[src/rtl/serial_sub_pkg.sv]
// serial_sub_pkg: shared types, defaults and helpers for the bit-serial subtractor.
package serial_sub_pkg;

  typedef enum logic [1:0] {
    IDLE  = 2'd0,
    SHIFT = 2'd1,
    DONE  = 2'd2
  } state_t;

  localparam int WIDTH_DEFAULT = 8;

  // One extra bit over $clog2 so the counter can hold WIDTH itself without wrapping.
  function automatic int cnt_width(input int w);
    return $clog2(w) + 1;
  endfunction

endpackage

[src/rtl/serial_subtractor_full_subtractor.sv]
// full_subtractor: single-bit combinational subtract cell (a - b - bin).
module full_subtractor (
  input  logic a,
  input  logic b,
  input  logic bin,
  output logic d,
  output logic bout
);

  // Difference bit and borrow generated toward the next more-significant bit.
  assign d    = a ^ b ^ bin;
  assign bout = (~a & b) | (~(a ^ b) & bin);

endmodule

[src/rtl/serial_subtractor.sv]
// serial_subtractor: LSB-first bit-serial A - B with a registered borrow chain.
// Optional feature macro: SERIAL_SUB_OVFL_EN adds a registered signed-overflow output.
module serial_subtractor
  import serial_sub_pkg::*;
#(
  parameter int WIDTH = WIDTH_DEFAULT
) (
  input  logic             clk,
  input  logic             rst,
  input  logic             start,
  input  logic [WIDTH-1:0] a,
  input  logic [WIDTH-1:0] b,
  output logic             busy,
  output logic             done,
  output logic [WIDTH-1:0] diff,
  output logic             borrow_out
`ifdef SERIAL_SUB_OVFL_EN
  ,
  output logic             overflow
`endif
);

  localparam int CW = cnt_width(WIDTH);
  localparam logic [CW-1:0] LAST_CNT = CW'(WIDTH - 1);

  state_t           state;
  state_t           next_state;
  logic [WIDTH-1:0] sa;
  logic [WIDTH-1:0] sb;
  logic [WIDTH-1:0] sd;
  logic [CW-1:0]    cnt;
  logic             borrow_q;
  logic             cell_d;
  logic             cell_bout;
  logic             last_bit;
  logic             accept;

`ifdef SERIAL_SUB_OVFL_EN
  logic a_msb;
  logic b_msb;
`endif

  full_subtractor u_cell (
    .a    (sa[0]),
    .b    (sb[0]),
    .bin  (borrow_q),
    .d    (cell_d),
    .bout (cell_bout)
  );

  assign last_bit = (state == SHIFT) && (cnt == LAST_CNT);
  assign accept   = start && ((state == IDLE) || (state == DONE));

  // State register; reset wins over any start seen in the same cycle.
  always_ff @(posedge clk) begin
    if (rst) begin
      state <= IDLE;
    end else begin
      state <= next_state;
    end
  end

  // Next-state logic; DONE accepts a new start directly so there is no idle bubble.
  always_comb begin
    next_state = state;
    case (state)
      IDLE:    next_state = start ? SHIFT : IDLE;
      SHIFT:   next_state = (cnt == LAST_CNT) ? DONE : SHIFT;
      DONE:    next_state = start ? SHIFT : IDLE;
      default: next_state = IDLE;
    endcase
  end

  // Handshake outputs decoded straight from the state.
  always_comb begin
    busy = 1'b0;
    done = 1'b0;
    case (state)
      SHIFT:   busy = 1'b1;
      DONE:    done = 1'b1;
      default: ;
    endcase
  end

  // Operand capture, one bit per cycle through the cell, results loaded only on the final bit.
  always_ff @(posedge clk) begin
    if (rst) begin
      sa         <= '0;
      sb         <= '0;
      sd         <= '0;
      cnt        <= '0;
      borrow_q   <= 1'b0;
      diff       <= '0;
      borrow_out <= 1'b0;
`ifdef SERIAL_SUB_OVFL_EN
      a_msb      <= 1'b0;
      b_msb      <= 1'b0;
      overflow   <= 1'b0;
`endif
    end else if (accept) begin
      sa       <= a;
      sb       <= b;
      sd       <= '0;
      cnt      <= '0;
      borrow_q <= 1'b0;
`ifdef SERIAL_SUB_OVFL_EN
      a_msb    <= a[WIDTH-1];
      b_msb    <= b[WIDTH-1];
`endif
    end else if (state == SHIFT) begin
      sa       <= sa >> 1;
      sb       <= sb >> 1;
      sd       <= {cell_d, sd[WIDTH-1:1]};
      borrow_q <= cell_bout;
      cnt      <= cnt + 1'b1;
      if (last_bit) begin
        diff       <= {cell_d, sd[WIDTH-1:1]};
        borrow_out <= cell_bout;
`ifdef SERIAL_SUB_OVFL_EN
        overflow   <= (a_msb != b_msb) && (cell_d != a_msb);
`endif
      end
    end
  end

endmodule

[config.mk]
export PLATFORM = sky130hd
export DESIGN_NAME = serial_subtractor
export DESIGN_NICKNAME = d
export VERILOG_FILES = /design/src/rtl/serial_sub_pkg.sv /design/src/rtl/serial_subtractor_full_subtractor.sv /design/src/rtl/serial_subtractor.sv
export SDC_FILE = /design/constraint.sdc
export NUM_CORES = 1
export LEC_CHECK = 0
export ABC_CLOCK_PERIOD_IN_PS = 1100
export CAP_MARGIN = 10
export CORE_MARGIN = 3
export CORE_UTILIZATION = 45
export DETAILED_ROUTE_END_ITERATION = 12
export GPL_TIMING_DRIVEN = 0
export PLACE_DENSITY = 0.69
export SLEW_MARGIN = 20
export SYNTH_ARGS = -nofsm -noshare
export SYNTH_HDL_FRONTEND = slang
export SYNTH_SLANG_ARGS = --single-unit
[constraint.sdc]
create_clock -name clk -period 1.1 [get_ports clk]
set_input_delay 0.33 -clock clk [delete_from_list [all_inputs] [get_ports clk]]
set_output_delay 0.33 -clock clk [all_outputs]
set_load 0.03 [all_outputs]
==> results.ini <==
[clock_tree]
clock_path_buffers=2
ctsRootBufferMaster=clkbuf_4
clk_pin_slew_ns=0.12
clkLatencyLatePin_ns=0.36
hold_buffers=0
clock_sinks=39
cts_tree=built
cts-buffers-inserted=5
h-tree-depth=2

[placed_design]
gp_congestion=0.725
port_buffers=29
post-place-ws_ns=-0.813
dp.final_hpwl_mm=2.62
placed_area_sq_um=1990
dp_cells=256

[yosys]
syn_inst=181
yosysSeqAreaShare_pct=48.1
synth_top_cell_by_area=dfxtp_1
synth_top_family_by_area=simple AND/OR/NAND/NOR gates
ys_ff_latch=39
synth_top_area_share_pct=48.1
yosys.area_share.simple_pct=21.2
avgSynthCellArea_sq_um=8.97
yosysUniqueCellTypes=33
synthAdderAreaFrac_pct=2.00
synth_nets=202
synthFlopType=dfxtp_1
synth_area_sq_um=1620
synthXorXnorAreaFrac_pct=1.08
async_reset_ff_share_pct=0
ys.warnings.count=0
synth_compound_area_share_pct=18.3
synth_edf_count=0
muxShareOfSynthArea_pct=1.23
synth_area_leaders=dfxtp_1, nand2_1, a21oi_1

[floorplanning]
die_w_um=66.1
row_count=21
die_y_um=66.1
ioPinCount=30
dieArea_sq_um=4370
initial_core_util_pct=47.5
core_sq_um=3420

[power]
combPwrFrac_pct=21.5
swShare_pct=28.8
seq_power_share_pct=53.1
internal_power_mw=2.04
vdd_drop_max_mv=0.799
clkPwrFrac_pct=25.4
power_density_nw_per_um2=1170
p_sw_mw=0.825
p_leak_nw=0.895

[sta]
relSlewSlack_pct=81.3
fin_crit_sh_pct=140
rsz0062_at_grt=yes
setup_viol=46
slew_violations=0
period_needed_ns=1.54
skew_ns=0.0150
clock.fmax_ghz=0.648
worst_slew_pin_slew_ns=0.280
finalHoldViolCount=0
fin_ws_ns=-0.442
finalSetupTns_ns=-4.38

[job]
maxCapViolations=0

[setup_path]
critPathMaxFanout=3
cp.arrival_ns=1.21
cp.required_ns=0.77
critical_path_class=reg2out
crit_path_end_kind=output port
cp-start-kind=register

[layout]
final_cell_count_no_fill=279
drive_above_1_share_pct=45.9
n_antenna_cell=0
final_common_cell=dfxtp_1
finish.utilization_pct=71.6
final_cell_mix=dfxtp_1, nand2_1, buf_6
nNetsFinal=253
syn2layout_area_growth_pct=50.6
fin_area_sq_um=2450

[global_route]
grt_usage_pct=23.1
grt_pass1_wl_mm=7.45
grt_pass1_vias=1518
grt_max_degree=13
antenna_found_initial=0
grt-ovfl-total=0

[drt]
wire_per_inst_um=16.3
drt_wl_total_mm=4.54
vias=1539
drtIter0Drc=98
routed_via_density=5.52
drt.antenna.violating_nets=0
drc=0
dr.pass1.iters=4

[outcome]
status=finished, violations left
violations=negative setup slack

[min_path]
hp-class=reg2reg

-- flip-flops by register name, indices dropped and copies added (netlist names) --
name        cells
borrow_out      1
borrow_q        1
cnt             4
diff            8
sa              8
sb              8
sd              7
state           2
-- cell families after synthesis --
logic type	count (synthesis)
XOR/XNOR	2
buffers and inverters	19
AND/OR/NAND/NOR	66
flip-flops	39
adder cells (fa/ha/maj)	2
AO/OA/AOI/OAI	51
multiplexers	2
-- through the flow --
stage / hold WS (ns) / power (mW)
after global routing: 0.502 / 3.01
after detailed placement: 0.458 / 1.98
after floorplan: 0.402 / 1.82
after CTS: 0.475 / 2.82
after global placement: 0.450 / 1.96
final: 0.482 / 2.87
-- path summary, 6_finish.rpt --
kind | start | to | slack (ns) | cells past startpoint
worst max-delay path | state[1] | busy | -0.44 | 5
worst min-delay path | sd[6] | diff[5] | 0.48 | 2
worst max register to register | state[1] | diff[4] | -0.21 | 8
worst min register to register | sd[6] | diff[5] | 0.48 | 2
-- critical path, cell delays in order, from the launching register on --
cell and delay [ns]:
dfxtp_2 0.35, nand2b_4 0.14, inv_4 0.04, buf_8 0.11, buf_8 0.11, buf_6 0.13
-- cell type report --
| class | count | area [sq um] |
|---|---|---|
| fill | 271 | 970 |
| multi-input combinational | 123 | 882 |
| sequential | 39 | 801 |
| timing repair buffer | 45 | 469 |
| buffer | 14 | 165 |
| tap | 46 | 57.6 |
| clock buffer | 6 | 41.3 |
| inverter | 4 | 17.5 |
| clock inverter | 2 | 12.5 |
-- power groups by stage --
stage / logic, mW / registers (mW) / clock network (mW)
2_1_floorplan: 0.283 / 1.54 / 0
6_report: 0.616 / 1.52 / 0.728
3_5_place_dp: 0.426 / 1.55 / 0
4_1_cts: 0.555 / 1.52 / 0.742
5_1_grt: 0.664 / 1.53 / 0.815
3_3_place_gp: 0.414 / 1.55 / 0
-- metal layers --
layer	share of wire, %	routed length [um]	global-route usage, %	vias to the layer above
met2	49	2210	37.2	35
met1	46	2070	29.7	750
met3	4.1	185	5.78	7
met5	0	0	0	-
met4	1.7	75	8.63	0
li1	-	-	-	747
-- Yosys cell counts (2+ instances only) --
master     n
a31oi_1    6
nand2_1   27
nand3_2    7
mux2i_1    2
clkbuf_1   2
nor3_1    17
nand2b_1   2
o21ai_0   14
nor2_1     4
nand3b_1   2
a21oi_1   18
a21oi_2    2
and2b_1    2
inv_1      3
dfxtp_1   39
buf_4      2
buf_2      7
buf_6      2
o22ai_1    7
nand3_1    3
-- repair_timing --
action | CTS | global route
resized for setup | 136 | 24
pin swaps | 21 | 3
setup buffers | 12 | 1
setup endpoints to repair | 50 | 49
cloned | 3 | 1
Power figures use the tool's default switching activity.
